File: src/rtl/jp2k_frame_ctrl.sv
// Per-image sequencer for the JPEG2000 core: reset hold, start pulse, byte
// accounting, completion detection and watchdog, all from registered state.
module jp2k_frame_ctrl #(
   parameter int RST_HOLD       = 8,
   parameter int TIMEOUT_CYCLES = 16000000,
   parameter int FRAME_CNT_W    = 16
) (
   input  logic                   clk_dwt,
   input  logic                   rst,
   input  logic                   host_start,
   input  logic [2:0]             host_ratio,
   input  logic                   host_abort,
   input  logic                   one_image_over,
   input  logic [3:0]             write_en,
   output logic                   core_rst,
   output logic                   start_cpu,
   output logic [2:0]             compression_ratio,
   output logic                   busy,
   output logic                   done,
   output logic                   timeout_err,
   output logic [31:0]            bytes_written,
   output logic [FRAME_CNT_W-1:0] frame_count
);

   localparam logic [7:0]  HOLD_LAST = 8'(RST_HOLD - 1);
   localparam logic [23:0] WD_LAST   = 24'(TIMEOUT_CYCLES - 1);

   typedef enum logic [2:0] {IDLE, PRERST, START, RUN, DONE, ABORT} state_t;

   state_t      state;
   logic [7:0]  hold;
   logic [23:0] wdog;
   logic        oio_q;
   logic [31:0] byte_cnt;
   logic [2:0]  pop;
   logic [32:0] byte_sum;
   logic        oio_rise;

   always_comb begin
      pop      = 3'(write_en[0]) + 3'(write_en[1]) + 3'(write_en[2]) + 3'(write_en[3]);
      byte_sum = {1'b0, byte_cnt} + 33'(pop);
      oio_rise = one_image_over & ~oio_q;
   end

   assign bytes_written = byte_cnt;

   always_ff @(posedge clk_dwt or negedge rst) begin
      if (!rst) begin
         state             <= IDLE;
         hold              <= '0;
         wdog              <= '0;
         oio_q             <= 1'b0;
         byte_cnt          <= '0;
         core_rst          <= 1'b0;
         start_cpu         <= 1'b0;
         compression_ratio <= '0;
         busy              <= 1'b0;
         done              <= 1'b0;
         timeout_err       <= 1'b0;
         frame_count       <= '0;
      end else begin
         oio_q     <= one_image_over;
         start_cpu <= 1'b0;
         done      <= 1'b0;
         case (state)
            IDLE: begin
               core_rst <= 1'b1;
               busy     <= 1'b0;
               if (host_start) begin
                  compression_ratio <= host_ratio;
                  byte_cnt          <= '0;
                  timeout_err       <= 1'b0;
                  wdog              <= '0;
                  hold              <= '0;
                  core_rst          <= 1'b0;
                  busy              <= 1'b1;
                  state             <= PRERST;
               end
            end
            PRERST: begin
               // an abort before RUN simply restarts the hold as an abort hold
               if (host_abort) begin
                  hold  <= '0;
                  state <= ABORT;
               end else if (hold == HOLD_LAST) begin
                  start_cpu <= 1'b1;
                  core_rst  <= 1'b1;
                  state     <= START;
               end else begin
                  hold <= hold + 8'd1;
               end
            end
            START: begin
               if (host_abort) begin
                  hold     <= '0;
                  core_rst <= 1'b0;
                  state    <= ABORT;
               end else begin
                  wdog  <= '0;
                  state <= RUN;
               end
            end
            RUN: begin
               byte_cnt <= byte_sum[32] ? 32'hFFFF_FFFF : byte_sum[31:0];
               wdog     <= wdog + 24'd1;
               if (host_abort) begin
                  hold     <= '0;
                  core_rst <= 1'b0;
                  state    <= ABORT;
               end else if (oio_rise) begin
                  done        <= 1'b1;
                  frame_count <= frame_count + FRAME_CNT_W'(1);
                  state       <= DONE;
               end else if (wdog == WD_LAST) begin
                  timeout_err <= 1'b1;
                  hold        <= '0;
                  core_rst    <= 1'b0;
                  state       <= ABORT;
               end
            end
            DONE: begin
               busy  <= 1'b0;
               state <= IDLE;
            end
            ABORT: begin
               if (hold == HOLD_LAST) begin
                  core_rst <= 1'b1;
                  busy     <= 1'b0;
                  state    <= IDLE;
               end else begin
                  hold <= hold + 8'd1;
               end
            end
            default: state <= IDLE;
         endcase
      end
   end

endmodule

File: config.mk
export PLATFORM = sky130hd
export DESIGN_NAME = jp2k_frame_ctrl
export DESIGN_NICKNAME = d
export VERILOG_FILES = /design/src/rtl/jp2k_frame_ctrl.sv
export SDC_FILE = /design/constraint.sdc
export NUM_CORES = 1
export LEC_CHECK = 0
export ABC_AREA = 1
export CORE_ASPECT_RATIO = 0.7
export CORE_MARGIN = 2
export CORE_UTILIZATION = 60
export CTS_BUF_LIST = sky130_fd_sc_hd__clkbuf_4 sky130_fd_sc_hd__clkbuf_8
export DETAILED_ROUTE_END_ITERATION = 16
export GPL_TIMING_DRIVEN = 0
export PLACE_DENSITY_LB_ADDON = 0.1
export RECOVER_POWER = 100
export SLEW_MARGIN = 15
export SYNTH_ARGS = -nofsm -noshare
export SYNTH_HDL_FRONTEND = slang
export SYNTH_SLANG_ARGS = --single-unit
export TNS_END_PERCENT = 5
File: constraint.sdc
create_clock -name clk_dwt -period 2.92 [get_ports clk_dwt]
set_input_delay 0.438 -clock clk_dwt [delete_from_list [all_inputs] [get_ports clk_dwt]]
set_output_delay 0.438 -clock clk_dwt [all_outputs]
set_load 0.05 [all_outputs]
==> impl_metrics.py <==
metrics = {
    "run_status": {
        "outcome": "finished with violations",
        "violations": "capacitance limit, slew limit",
    },
    "synth": {
        "synth_top_cell_by_area": "dfrtp_1",
        "synth_common_cells": "nand2_1, nor2_1, dfrtp_1",
        "async_flop_share_pct": 100,
        "synth.most_common_cell": "nand2_1",
        "ys_types": 39,
        "avgSynthCellArea_um2": 6.95,
        "synth_top_area_share_pct": 38.5,
        "syn-num-nets": 879,
        "synth_enable_flop_cells": 0,
        "syn_inst": 860,
        "netlist_area_um2": 5980,
        "yosysWarningCount": 0,
        "synthTopCellsByArea": "dfrtp_1, nand2_1, nor2_1",
        "ys_seq_elements": 92,
        "ys_seq_area_share_pct": 38.5,
        "ys.flop_type": "dfrtp_1",
    },
    "timing": {
        "hold_viol": 0,
        "relSlewSlack_pct": -70.4,
        "skew_ns": 0.00914,
        "fmax_ghz": 0.355,
        "maxSlewViolCount": 45,
        "rsz0062_at_grt": "no",
        "finalCritPeriodShare_pct": 96.3,
        "finalSetupViolations": 0,
        "fin_crit_ns": 2.81,
        "worstMarginPinSlew_ns": 2.56,
    },
    "drt": {
        "drc": 0,
        "ant_nets": 0,
        "drt_wl_total_mm": 16.1,
        "drtIter0Drc": 646,
        "vias_per_cell": 5.51,
        "wire_per_inst_um": 14.9,
        "first_pass_iters": 6,
        "num_vias": 5944,
    },
    "placement": {
        "placed_area_um2": 6840,
        "dp_cells": 1056,
        "hpwl_mm": 12.1,
        "io_buffers": 67,
        "globalplace.congestion": 0.944,
    },
    "floorplan": {
        "coreArea_um2": 9680,
        "die_h_um": 87.5,
        "rows": 30,
        "dieArea_um2": 10800,
        "dieWidth_um": 123,
        "ioPinCount": 68,
        "start_util_pct": 61.8,
    },
    "global_route": {
        "grt_pass1_vias": 5577,
        "grt_pass1_wl_mm": 26.8,
        "grt_max_degree": 49,
        "grt.total_usage_pct": 31.8,
        "gr-total-overflow": 0,
        "antenna_found_initial": 0,
    },
    "clock_tree": {
        "cts.sinks": 92,
        "root_buffer": "clkbuf_8",
        "htreeDepth": 3,
        "cts.path.max_buffers": 2,
        "clock_latency_ns": 0.38,
        "numCtsBuffers": 9,
        "clkSlewWorstSetupHoldPaths_ns": 0.09,
        "hold_buffers": 0,
        "cts_tree": "done",
    },
    "setup_path": {
        "end_kind": "flop",
        "crit_arrival_ns": 3.13,
        "rr_startpoint": "state[0]",
        "rrSetupSlack_ns": 0.61,
        "crit_type": "in -> reg",
        "cp-start-kind": "primary input",
        "cp_max_fo": 10,
        "required_ns": 3.24,
        "setup.worst_path.start": "write_en[0]",
    },
    "cells_and_area": {
        "layout-drive-gt1-share_pct": 7.47,
        "instances_no_fill": 1078,
        "fin_nets": 964,
        "design_area_um2": 6980,
        "n_antenna_cell": 0,
        "area_growth_pct": 16.7,
        "fill_cells": 815,
    },
    "power": {
        "p_leak_nw": 3.45,
        "powerDensity_nw_per_um2": 577,
        "finalPower_w": 0.00402,
        "ir_drop_v": 0.000483,
    },
    "hold_path": {
        "hp-start": "compression_ratio[1]",
        "hp-class": "reg -> reg",
    },
    "run": {
        "drv_cap": 1,
    },
}
-- cells by family after synthesis --
group,after synthesis,share of synthesized area (%)
xor+xnor,27,3.95
buf+inv,105,7.24
simple gates,566,42.8
fa+ha+maj,7,1.84
compound gates,63,5.65
flops,92,38.5
-- state kept, by name, summed over array words and instances, names as in the netlist --
name and count:
busy 1, bytes_written 32, compression_ratio 3, core_rst 1, done 1, frame_count 16
hold 8, oio_q 1, start_cpu 1, state 3, timeout_err 1, wdog 24
-- layout by cell type, fill, tap and decap left out, types with 2 or more instances in the layout --
cell type        Yosys  final
clkdlybuf4s50_1      0      9
nand3_2             14      6
inv_1               83     84
or2_1                2      2
xor2_1              19     19
clkinv_2             1      3
nand2_2              4      5
o21bai_1             2      2
nor3_1              12     12
clkbuf_8             0     11
nand2_4              3      2
nand2_1            317    317
buf_2                9      7
o21ai_0             50     50
ha_1                 4      4
xnor2_1              8      8
dlygate4sd3_1        0     57
nand4_1             14     14
clkbuf_1             1      5
buf_6                3      2
inv_2                7      5
nor2_1             105    111
a21oi_1              5      6
nand3_1             61     70
or2_2                3      3
nor2_2               7      4
nor2_4               7      4
dfrtp_1             92     92
nand3b_1            11     11
buf_4                1      6
fa_2                 0      2
-- critical path, cell delays in order --
cell and delay (ns):
clkdlybuf4s50_1 0.43, fa_1 0.55, inv_1 0.05, fa_2 0.35, inv_2 0.08, fa_2 0.23, nand3_4 0.12, clkinv_2 0.08
nand2_2 0.11, nor2_4 0.15, nand2_4 0.12, buf_6 0.19, nand3_1 0.10, nand2_1 0.05, nand2_1 0.06
-- path summary, 6_finish.rpt --
path | to | depth (start not counted)
setup / recovery | bytes_written[21] | 15
hold / removal | compression_ratio[1] | 2
setup reg to reg | wdog[2] | 10
hold reg to reg | compression_ratio[1] | 2
max in group asynchronous | bytes_written[23] | 1
min in group asynchronous | wdog[21] | 1
-- final cells by class --
class / instances / area (um2) / area share (%)
Sequential cell: 92 / 2300 / 33.0
Buffer: 14 / 80.1 / 1.15
Timing Repair Buffer: 74 / 737 / 10.6
Clock buffer: 11 / 151 / 2.17
Tap cell: 128 / 160 / 2.30
Clock inverter: 5 / 35.0 / 0.502
Inverter: 91 / 343 / 4.91
Multi-Input combinational cell: 663 / 3170 / 45.4
-- per-stage QoR --
stage	setup WS, ns	setup TNS, ns	hold WS (ns)	utilization, %
floorplan	0.372	0	0.142	-
global placement	-1.98	-189.82	0.462	70.3
detailed placement	-0.467	-11.61	0.463	70.6
CTS	0.0244	0	0.0788	72.8
global route	0.00697	0	0.529	72.0
finish	0.107	0	0.478	72.0
-- routing by layer --
layer | share of wire [%] | GRT usage [%]
met1 | 47 | 47.1
met2 | 43 | 48.0
met3 | 8.5 | 6.38
met4 | 0.97 | 8.16
met5 | 0 | 0
-- timing repair --
action                     in CTS  in global routing
gates resized for setup         2                  3
buffers inserted                3                  3
pin swaps                       3                  4
setup endpoints to repair      16                 25
-- report_power, final --
group,internal (W),switching [W],total [W]
combinational,0.000457,0.00115,0.00161
sequential,0.00142,0.000159,0.00157
clock,0.000358,0.000482,0.000840
total,0.00223,0.00179,0.00402
Power figures use the tool's default switching activity.
